## config.mk

```make
export PLATFORM = sky130hd
export DESIGN_NAME = watch_set_ctrl
export DESIGN_NICKNAME = d
export VERILOG_FILES = /design/src/rtl/watch_set_ctrl_pkg.sv /design/src/rtl/watch_set_ctrl_btn_edge.sv /design/src/rtl/watch_set_ctrl.sv
export SDC_FILE = /design/constraint.sdc
export NUM_CORES = 1
export LEC_CHECK = 0
export CAP_MARGIN = 0
export CORE_UTILIZATION = 24
export DETAILED_ROUTE_END_ITERATION = 10
export HOLD_SLACK_MARGIN = 0.02
export SLEW_MARGIN = 20
export SYNTH_ARGS = -nofsm -noshare
export SYNTH_HDL_FRONTEND = slang
export SYNTH_SLANG_ARGS = --single-unit
```

## constraint.sdc

```tcl
create_clock -name clk -period 2.4 [get_ports clk]
set_input_delay 0.24 -clock clk [delete_from_list [all_inputs] [get_ports clk]]
set_output_delay 0.24 -clock clk [all_outputs]
set_load 0.005 [all_outputs]
```

## src/rtl/watch_set_ctrl_pkg.sv

```systemverilog
// watch_pkg: shared definitions for the watch time-set controller.
// Holds the field/state encoding, the system clock rate and the default
// timing parameters used by watch_set_ctrl.
package watch_pkg;

    localparam int unsigned CLK_HZ            = 100_000_000;
    localparam int unsigned REPEAT_DELAY_DEF  = 50_000_000;
    localparam int unsigned REPEAT_PERIOD_DEF = 20_000_000;
    localparam int unsigned TIMEOUT_DEF       = 1_000_000_000;
    localparam int unsigned BLINK_HALF_DEF    = 25_000_000;

    localparam logic [1:0] RUN      = 2'd0;
    localparam logic [1:0] SET_HOUR = 2'd1;
    localparam logic [1:0] SET_MIN  = 2'd2;
    localparam logic [1:0] SET_SEC  = 2'd3;

    typedef enum logic [1:0] {
        ST_RUN  = RUN,
        ST_HOUR = SET_HOUR,
        ST_MIN  = SET_MIN,
        ST_SEC  = SET_SEC
    } state_t;

    // Mode-button sequence: RUN -> HOUR -> MIN -> SEC -> RUN
    function automatic state_t next_field(input state_t s);
        case (s)
            ST_RUN:  return ST_HOUR;
            ST_HOUR: return ST_MIN;
            ST_MIN:  return ST_SEC;
            default: return ST_RUN;
        endcase
    endfunction

endpackage

```

## src/rtl/watch_set_ctrl_btn_edge.sv

```systemverilog
// btn_edge: rising-edge detector for a debounced level button.
// Ports: clk, rst (sync, active-low), btn (level in), rise_c (combinational
// one-cycle rise indication). The history register resets to 1 so a button
// already held through reset never reports a rise.
module btn_edge (
    input  logic clk,
    input  logic rst,
    input  logic btn,
    output logic rise_c
);

    logic prev;

    always_ff @(posedge clk) begin
        if (!rst) begin
            prev <= 1'b1;
        end else begin
            prev <= btn;
        end
    end

    assign rise_c = btn & ~prev;

endmodule

```

## src/rtl/watch_set_ctrl.sv

```systemverilog
// watch_set_ctrl: time-set controller for the digital watch.
// Ports: clk, rst (sync, active-low), btn_mode / btn_inc (debounced level
// buttons); registered outputs mode, change_hour/minute/second (one-hot field
// select), valid_response (one-cycle increment strobe), blink (display
// enable for the selected field) and field (state encoding).
module watch_set_ctrl
    import watch_pkg::*;
#(
    parameter int unsigned REPEAT_DELAY  = REPEAT_DELAY_DEF,
    parameter int unsigned REPEAT_PERIOD = REPEAT_PERIOD_DEF,
    parameter int unsigned TIMEOUT       = TIMEOUT_DEF,
    parameter int unsigned BLINK_HALF    = BLINK_HALF_DEF
) (
    input  logic       clk,
    input  logic       rst,
    input  logic       btn_mode,
    input  logic       btn_inc,
    output logic       mode,
    output logic       change_hour,
    output logic       change_minute,
    output logic       change_second,
    output logic       valid_response,
    output logic       blink,
    output logic [1:0] field
);

    localparam int unsigned REP_MAX = (REPEAT_DELAY > REPEAT_PERIOD) ? REPEAT_DELAY : REPEAT_PERIOD;
    localparam int unsigned RW      = $clog2(REP_MAX);
    localparam int unsigned TW      = $clog2(TIMEOUT);
    localparam int unsigned BW      = (BLINK_HALF > 2) ? $clog2(BLINK_HALF) : 1;

    logic rise_mode_c;
    logic rise_inc_c;

    state_t        state,    state_n;
    logic [RW-1:0] rep_cnt,  rep_cnt_n;
    logic          rep_on,   rep_on_n;    // an initial pulse armed auto-repeat
    logic          rep_per,  rep_per_n;   // 0: waiting first delay, 1: periodic
    logic [TW-1:0] idle_cnt, idle_n;
    logic [BW-1:0] blk_cnt,  blk_n;
    logic          blink_n;
    logic          valid_n;

    btn_edge u_edge_mode (.clk(clk), .rst(rst), .btn(btn_mode), .rise_c(rise_mode_c));
    btn_edge u_edge_inc  (.clk(clk), .rst(rst), .btn(btn_inc),  .rise_c(rise_inc_c));

    // Next state: mode rise > timeout > increment / repeat
    always_comb begin
        state_n   = state;
        valid_n   = 1'b0;
        rep_cnt_n = '0;
        rep_on_n  = 1'b0;
        rep_per_n = 1'b0;
        idle_n    = '0;
        blink_n   = 1'b0;
        blk_n     = '0;

        if (rise_mode_c) begin
            state_n = next_field(state);
            blink_n = (state_n != ST_RUN);
        end else if (state != ST_RUN) begin
            if (idle_cnt == TW'(TIMEOUT - 1)) begin
                state_n = ST_RUN;
            end else begin
                // Holding inc counts as activity, so it also blocks the timeout
                if (!btn_inc) begin
                    idle_n = (idle_cnt == '1) ? idle_cnt : idle_cnt + 1'b1;
                end

                if (rise_inc_c) begin
                    valid_n  = 1'b1;
                    rep_on_n = 1'b1;
                end else if (btn_inc && rep_on) begin
                    rep_on_n  = 1'b1;
                    rep_per_n = rep_per;
                    if (rep_cnt == (rep_per ? RW'(REPEAT_PERIOD - 1) : RW'(REPEAT_DELAY - 1))) begin
                        valid_n   = 1'b1;
                        rep_per_n = 1'b1;
                    end else begin
                        rep_cnt_n = (rep_cnt == '1) ? rep_cnt : rep_cnt + 1'b1;
                    end
                end

                // Increment restarts the visible half so the field stays shown
                if (valid_n) begin
                    blink_n = 1'b1;
                end else if (blk_cnt == BW'(BLINK_HALF - 1)) begin
                    blink_n = ~blink;
                end else begin
                    blink_n = blink;
                    blk_n   = (blk_cnt == '1) ? blk_cnt : blk_cnt + 1'b1;
                end
            end
        end
    end

    // State, counters and registered outputs
    always_ff @(posedge clk) begin
        if (!rst) begin
            state          <= ST_RUN;
            rep_cnt        <= '0;
            rep_on         <= 1'b0;
            rep_per        <= 1'b0;
            idle_cnt       <= '0;
            blk_cnt        <= '0;
            mode           <= 1'b0;
            change_hour    <= 1'b0;
            change_minute  <= 1'b0;
            change_second  <= 1'b0;
            valid_response <= 1'b0;
            blink          <= 1'b0;
            field          <= RUN;
        end else begin
            state          <= state_n;
            rep_cnt        <= rep_cnt_n;
            rep_on         <= rep_on_n;
            rep_per        <= rep_per_n;
            idle_cnt       <= idle_n;
            blk_cnt        <= blk_n;
            mode           <= (state_n != ST_RUN);
            change_hour    <= (state_n == ST_HOUR);
            change_minute  <= (state_n == ST_MIN);
            change_second  <= (state_n == ST_SEC);
            valid_response <= valid_n;
            blink          <= blink_n;
            field          <= state_n;
        end
    end

endmodule

```

# [Word level (Yosys, flattened, before mapping)]
# Cells that the tools add are included.
[totals] elab_cells=66 output_inout_bits=8 input_bits=4 regBits=93
[classes] mux=19 n_addsub=3 reduce_logical=10 bitwise=8 n_eq_ne=12
[op_table] op="equality test 30 bit (second input constant)" count=2
[op_table] op="equality test 25 bit (second input constant)" count=2
[op_table] op="adder 30 x 1 -> 30 bit (second input constant)" count=1
[op_table] op="adder 26 x 1 -> 26 bit (second input constant)" count=1
[op_table] op="equality test 26 bit" count=1
[op_table] op="equality test 26 bit (second input constant)" count=1
[op_table] op="2-to-1 mux 26 bit" count=1
[op_table] op="adder 25 x 1 -> 25 bit (second input constant)" count=1
[op_table] op="2-to-1 mux 1 bit" count=13
[op_table] op="OR reduction 6 bit" count=2
[op_table] op="2-to-1 mux 2 bit" count=4
[op_table] op="OR reduction 7 bit" count=1
[op_table] op="equality test 2 bit (second input constant)" count=3
[op_table] op="NOT 1 bit" count=6
[op_table] op="case mux 2 bit (3 select lines)" count=1
[op_table] op="nonzero test 2 bit" count=3
[op_table] op="!= test 5 x 2 -> 1 bit (second input constant)" count=1
[op_table] op="OR reduction 5 bit" count=1
[op_table] op="equality test 2 x 1 -> 1 bit (second input constant)" count=2
[op_table] op="OR reduction 4 bit" count=1
[op_table] op="bitwise AND 1 bit" count=2
[op_table] op="logical NOT 2 bit" count=1
[op_table] op="logical AND 1 bit" count=1

# [Logic depth before layout (Yosys ltp)]
# Gate-level depths: netlist (run 1).
[logic_depth] ltp_word=12 mapped_depth=9 depth_no_buf=7

# [By module]
# A second synthesis (run 1) with hierarchy kept.
[unflattened] cells_unflattened=566 area_unflattened_um2=4769.6
[by_module_without_submodules] module="watch_set_ctrl" area_each_um2=4689.5 instances=1 seq_area_each_um2=1821.7 cells_each=560
[by_module_without_submodules] module="btn_edge" area_each_um2=40.0 instances=2 seq_area_each_um2=20.0 cells_each=3

# [Worst setup path after synthesis (run 1)]
# OpenSTA, ideal clock, no wires.
[synth_path] path_kind="reg-to-reg" from="register blk_cnt[0]" to="register blk_cnt[9]" n_path_buf=2 required_time_ns=2.320 arrival_time_ns=2.046 setup_slack_ns=0.275 setup_time_ns=0.080 path_stages_with_launch=9 period_less_slack_ns=2.125 cell_sequence="dfxtp_1 > ha_1 > and2_0 > and3_1 > buf_2 > and3_4 > buf_4 > or4_1 > a211oi_2"
[synth_via] elab_chain_len=2 elab_cells_between_ends=4 classes_between="add/sub: 1; eq/ne: 2; reduce/logical: 1"
[synth_lines] element="start: declaration" line="watch_set_ctrl.sv:40" rtl="logic [BW-1:0] blk_cnt, blk_n;"
[synth_lines] element="start signal: assignment" line="watch_set_ctrl.sv:119" rtl="blk_cnt <= blk_n;"
[synth_lines] element="parallel branches: the longest is 2 deep, another holds adder 25 x 1 -> 25 bit"
# Several ways; the timed one is not identified.
# A chain may end at the register's enable or synchronous reset.

# [Final worst setup path (run 1)]
[layout_path] from="register rep_cnt[14]" to="register rep_cnt[19]"
[layout_via] elab_chain_len=2 elab_cells_between_ends=4 classes_between="add/sub: 1; eq/ne: 2; reduce/logical: 1"
[layout_lines] element="start: declaration" line="watch_set_ctrl.sv:36" rtl="logic [RW-1:0] rep_cnt, rep_cnt_n;"
[layout_lines] element="start signal: assignment" line="watch_set_ctrl.sv:115" rtl="rep_cnt <= rep_cnt_n;"
[layout_lines] element="parallel branches: the longest is 2 deep, another holds adder 26 x 1 -> 26 bit"
# Several ways; the timed one is not identified.

==> results of run 1 <==
[worst max-delay path, delay by kind of cell (launching register included)]
family           cells  cell delay, ps
AND/OR/NAND/NOR      4            1510
flip-flops           1             480
AO/OA/AOI/OAI        1             150
[worst max path at each step]
stage | start | to | slack, ps
CTS | rep_cnt[12] | rep_cnt[21] | 190
global route | blk_cnt[0] | blk_cnt[17] | 60
global placement | rep_cnt[12] | rep_cnt[19] | 260
finish | rep_cnt[14] | rep_cnt[19] | 200
detailed placement | rep_cnt[14] | rep_cnt[21] | 220
floorplan | blk_cnt[0] | blk_cnt[9] | 270
[per-layer routing]
| metal | GRT usage (%) | vias to the layer above | routed length (um) |
|---|---|---|---|
| met5 | 0 | - | 0 |
| met4 | 4.84 | 0 | 119 |
| met3 | 2.34 | 7 | 456 |
| met2 | 17.3 | 71 | 5310 |
| met1 | 15.7 | 2100 | 5920 |
| li1 | - | 2281 | - |
[through the flow]
stage / total power [mW] / hold slack, ps / util, %
2_1_floorplan: 1.63 / 326 / -
3_3_place_gp: 1.66 / 457 / 27.0
3_5_place_dp: 1.66 / 465 / 27.0
4_1_cts: 3.14 / 474 / 28.4
5_1_grt: 3.20 / 500 / 28.4
6_report: 3.08 / 472 / 28.4
[state kept, by name, summed over array words and instances (netlist names)]
name / count
idle_cnt: 30
blink: 1
state: 2
blk_cnt: 25
u_edge_inc.prev: 1
change_minute: 1
valid_response: 1
rep_on: 1
mode: 1
u_edge_mode.prev: 1
change_hour: 1
change_second: 1
rep_per: 1
rep_cnt: 26
[power by group through the flow]
stage          clock network (mW)  registers (mW)  logic (mW)
2_1_floorplan                   0            1.59      0.0380
3_3_place_gp                    0            1.59      0.0749
3_5_place_dp                    0            1.59      0.0750
4_1_cts                      1.51            1.55      0.0752
5_1_grt                      1.57            1.55      0.0808
6_report                     1.46            1.55      0.0744
[layout by cell type (no fill, tap or decap), types with 19 or more instances in the layout]
cell	n
nand3_1	36
o31ai_1	20
xnor2_1	22
a21oi_1	38
dfxtp_1	93
buf_4	19
nor3_1	24
nand2_1	44
or3_1	21
or4_1	20
nor2_1	27
o21ai_0	20
and3_1	24
nand4_1	20
[final cells by class]
cell class,count,area [sq um]
multi-input combinational,451,2880
clock buffer,10,239
tap,270,338
inverter,15,56.3
clock inverter,6,62.6
fill,2216,14500
timing repair buffer,34,333
sequential,93,1860
[cell families after synthesis]
logic type                 synth area share (%)
and+or+nand+nor                            33.7
AOI/OAI and AO/OA                          16.7
DFF                                        37.3
buffers and inverters                      4.87
xor gates and xnor gates                   5.27
adders and majority gates                  1.51
muxes                                     0.602
==> metrics.md, run 1 <==
| Metric | Value |
|---|---|
| Placed cells | `about 860` |
| Setup ws final | `196 ps` |
| Hold Path Sink | `rep_cnt[21]` |
| Relative slew slack | `56.6%` |
| Worst setup EP type | `flop` |
| Mapped cell area | `4990 sq um` |
| Via count | `4,459` |
| Post-CTS Hold Buffers | `0` |
| Clk buf depth | `2` |
| Worst slew pin tran | `approximately 650 ps` |
| Io pins | `12` |
| Most frequent cells after synthesis | `dfxtp_1, nand2_1, a21oi_1` |
| Row count | `52` |
| First-pass GRT wire length | `20,100 um` |
| Post-synth EDFFs | `0` |
| DIE AREA | `21,400 sq um` |
| Core area | `approximately 20,000 sq um` |
| Number of synthesized register bits | `93` |
| Grt ovf | `0` |
| Critical Path RT | `2680 ps` |
| P&R area growth vs syn | `15.8%` |
| Register area share after synthesis | `between 30% and 40%` |
| RD Place Congestion | `0.777` |
| Worst-case reg-to-reg path depth | `5` |
| Avg Cell Area, Syn | `8.40 sq um` |
| Ys Warns | `0` |
| Ant diodes | `0` |
| Dpl ws | `roughly 220 ps` |
| Fin Setup TNS | `0 ps` |
| Hold Startpoint | `rep_cnt[21]` |
| Crit Reg-Reg Endpoint | `rep_cnt[19]` |
| Nets | `roughly 610` |
| Clk sinks | `93` |
| Drt wl/cell | `13.4 um` |
| Post-DP Area | `5470 sq um` |
| Max Fclk | `approximately 450 MHz` |
| DRC | `0` |
| Vias/cell | `~5.1` |
| Synth area leader | `dfxtp_1` |
| Register-to-register setup slack | `approximately 200 ps` |
| DRT Pass-1 Iters | `5` |
| Max VDD drop | `340 uV` |
| Critical Path Start Type | `flop` |
| Root buffer cell | `clkbuf_16` |
| Most numerous cell in the Yosys netlist | `dfxtp_1` |
| Crit-path cells | `and4_4 > nand2_1 > or4_1 > or4_1 > a21oi_1` |
| Final instance area | `5770 sq um` |
| Min cycle time layout | `~2200 ps` |
| GRT Overall Usage | `11.4%` |
| Hold WC Path Type | `flop to flop` |
| Clock share of power | `47.2%` |
| Status | `finished, final reports clean` |
| TritonCTS clock tree | `built` |
| Leakage | `1.70 nW` |
| Die W | `between 100 and 150 um` |
| Vias in the first global route | `between 4,000 and 5,000` |
| Cells after synthesis | `approximately 600` |
| Post-Syn Nets | `604` |
| CTS Buf Count | `9` |
| Final Cycle Share | `~92%` |
| Comb power frac | `2.4%` |
| Max-Cap Viols | `0` |
| Fin cells | `879` |
| Post-Route WL | `~12,000 um` |
| Post-CTS Setup Inserts | `0` |
| Crit path top cell by count | `or4_1` |
| Switching part of the total | `21.6%` |
| Async SR Flop Fraction | `0%` |
| Sw Pwr | `667 uW` |
| Top cells by area, synth | `dfxtp_1, xnor2_1, a21oi_1` |
| Unrepaired setup endpoints after global routing | `no` |
| CTS clk-pin slew, worst paths | `70 ps` |
| Post-route ant nets | `0` |
| Post-DP HPWL | `between 8000 and 9000 um` |
| Post-CTS Resized | `0` |
| Critical Path AT | `2480 ps` |
| Ys flop type | `dfxtp_1` |
| Clk Latency, worst-skew pair | `between 300 and 400 ps` |
| Slowest CP cell | `or4_1` |
| Port bufs | `11` |
| Initial Utilization | `24.6%` |
| Largest net degree at the start of global routing | `29` |
| Max incr delay on CP | `650 ps` |
| Final slew viol count | `0` |
| Area share of the largest cell type after synthesis | `around 37%` |
| Worst clock skew | `10.3 ps` |
| Hold depth | `2` |
| Layout cells sized above 1 | `9.20%` |
| Unique masters post-synth | `64` |
| Part of the power in registers | `50.4%` |
| Int Pwr | `2.42 mW` |
| Fin. Hold Viols | `0` |
| Reg-to-reg startpoint | `rep_cnt[14]` |
| Setup violators final | `0` |
| CP max FO | `10` |
| H-Tree Depth | `3` |
| Initial antenna violation count | `0` |
| First DRT Iteration DRCs | `273` |
| Die H | `146 um` |
| Setup CP Type | `flop to flop` |
| Power Density | `534 nW/um^2` |
Note: power is estimated with default switching activity, not from simulation.
==> run 2, diff against run 1 <==
ABC_AREA = 0   (was default)
SKIP_LAST_GASP = 1   (was default)
==> results of run 2 <==
Same layout as run 1: the final DEF is identical, and so are final timing and power.
==> run 3, diff against run 2 <==
GPL_TIMING_DRIVEN = 1   (was default)
clock period = 2.3 ns   (was 2.4 ns; I/O delays follow)
==> metrics.md, run 3 (synthesis gave the netlist of run 1 again) <==
| Metric | Value |
|---|---|
| Status | `finished, final reports clean` |
| Max VDD drop | `364 uV (+7.2%)` |
| Setup CP Type | `flop to flop` |
| Worst setup EP type | `flop` |
| Core Util, Final | `28.8% (+0.38 points)` |
| Max-Cap Viols | `0 (unchanged)` |
| Family with the most delay on the worst path | `simple AND/OR/NAND/NOR gates` |
| Max FFs per register | `30 (unchanged)` |
| Worst clock skew | `10.9 ps (+0.605 ps)` |
| Final slew viol count | `0 (unchanged)` |
| Final Cycle Share | `92.8% (+0.95 points)` |
| Grt ovf | `0 (unchanged)` |
| Drt wl/cell | `13.0 um (-3.4%)` |
| Setup violators final | `0 (unchanged)` |
| Die W | `146 um (unchanged)` |
| Row count | `52 (unchanged)` |
| Layout cells sized above 1 | `10.4% (+1.2 points)` |
| Leakage | `1.74 nW (+2.7%)` |
| TritonCTS clock tree | `built` |
| Clk Latency, worst-skew pair | `350 ps (about the same)` |
| Port bufs | `11 (unchanged)` |
| Hold WC Path Type | `flop to flop` |
| Largest regs | `idle_cnt (30), rep_cnt (26), blk_cnt (25)` |
| Fin Setup TNS | `0 ps (unchanged)` |
| Power Density | `564 nW/um^2 (+5.5%)` |
| Relative slew slack | `57.9% (+1.3 points)` |
| Core area | `20,300 sq um (unchanged)` |
| Worst slew pin tran | `629 ps (-19.4 ps)` |
| Via count | `4,445 (-0.31%)` |
| Crit path launch | `rep_cnt[4]` |
| Initial antenna violation count | `0 (unchanged)` |
| GRT Overall Usage | `11.4% (-0.024 points)` |
| Post-DP Area | `5530 sq um (+1.1%)` |
| Io pins | `12 (unchanged)` |
| Post-CTS Resized | `0 (unchanged)` |
| Post-Route WL | `11,500 um (-2.5%)` |
| CTS Buf Count | `9 (unchanged)` |
| Bufs and invs on worst path | `1 (+1)` |
| First DRT Iteration DRCs | `268 (-1.8%)` |
| Largest net degree at the start of global routing | `31 (+6.9%)` |
| Die H | `146 um (unchanged)` |
| RD Place Congestion | `0.784 (+0.89%)` |
| Clk sinks | `93 (unchanged)` |
| Max Fclk | `469 MHz (+3.3%)` |
| Post-CTS Hold Buffers | `0 (unchanged)` |
| Commonest non-fill, non-tap cell in the layout | `dfxtp_1` |
| Most frequent cells in the layout | `dfxtp_1, nand2_1, a21oi_1, nand3_1` |
| Fin cells | `887 (+0.91%)` |
| Hold Startpoint | `rep_cnt[21]` |
| Nets | `622 (+1.3%)` |
| DIE AREA | `21,400 sq um (unchanged)` |
| Critical Path Start Type | `flop` |
| Root buffer cell | `clkbuf_16` |
| CP max FO | `7 (-3)` |
| H-Tree Depth | `3 (unchanged)` |
| Total power | `3.30 mW (+6.9%)` |
| Initial Utilization | `24.6% (unchanged)` |
| Placed cells | `871 (+0.93%)` |
| Reg-to-reg startpoint | `rep_cnt[4]` |
| Unrepaired setup endpoints after global routing | `no` |
| Slowest CP cell | `or4_1` |
| Fin. Hold Viols | `0 (unchanged)` |
| Min cycle time layout | `2130 ps (-70.1 ps)` |
| Dpl ws | `181 ps (-34.5 ps)` |
| P&R area growth vs syn | `17.3%` |
| Critical Path AT | `2410 ps (-70 ps)` |
| Setup ws final | `166 ps (-29.9 ps)` |
| Vias in the first global route | `4,178 (+3.2%)` |
| Final instance area | `5850 sq um (+1.3%)` |
| Crit-path cells | `and3_1 > nand2_1 > or4_1 > buf_4 > or3_1 > a21oi_1` |
| Number of fill cells in the layout | `2,177 (-1.8%)` |
| Vias/cell | `5.01 (-1.2%)` |
| Ant diodes | `0 (unchanged)` |
| Post-CTS Setup Inserts | `0 (unchanged)` |
| DRC | `0 (unchanged)` |
| First-pass GRT wire length | `20,100 um (-0.20%)` |
| CTS clk-pin slew, worst paths | `70 ps (about the same)` |
| Max incr delay on CP | `580 ps (-70 ps)` |
| Top reg by flops | `idle_cnt` |
| Post-route ant nets | `0 (unchanged)` |
| Clk buf depth | `2 (unchanged)` |
| Post-DP HPWL | `8030 um (about the same)` |
| Hold_ws | `483 ps (+11.4 ps)` |
| Critical Path RT | `2580 ps (-100 ps)` |
| DRT Pass-1 Iters | `4 (-1)` |
-- run 3: cell types whose count changed in the layout (fill, tap and decap cells not counted), sizes merged --
| cell | before | now |
|---|---|---|
| buf | 23 | 31 |
| clkinv | 5 | 1 |
| clkbuf | 10 | 12 |
| inv | 15 | 17 |
-- run 3: per-layer routing --
metal | wire length (um) | global-route usage [%] | up-vias
li1 | - | - | 2284
met4 | 218 | 5.21 | 0
met1 | 5870 | 15.5 | 2087
met5 | 0 | 0 | -
met2 | 5070 | 17.6 | 60
met3 | 345 | 1.84 | 14
-- run 3: final timing paths --
kind / endpoint / slack [ps] / cells after the start
worst max-delay path: rep_cnt[17] / 170 / 6
worst min register to register: rep_cnt[21] / 480 / 2
worst min-delay path: rep_cnt[21] / 480 / 2
worst max register to register: rep_cnt[17] / 170 / 6
-- run 3: layout make-up --
cell class	count	area, sq um	area share [%]
Multi-Input combinational cell	451	2880	49.3
Sequential cell	93	1860	31.8
Timing Repair Buffer	42	393	6.72
Tap cell	270	338	5.77
Clock buffer	12	267	4.56
Inverter	15	56.3	0.962
Clock inverter	4	52.6	0.898
-- run 3: where the power goes --
group / switching [mW] / leakage (nW) / internal [mW]
clock network: 0.664 / 0.160 / 0.938
registers: 0.00516 / 0.750 / 1.62
logic: 0.0404 / 0.833 / 0.0332
total: 0.710 / 1.74 / 2.59
-- run 3: worst min-delay path, stage by stage, from the launching register on --
cell and delay (ps):
dfxtp_1 320, o31ai_1 60, a21oi_1 60
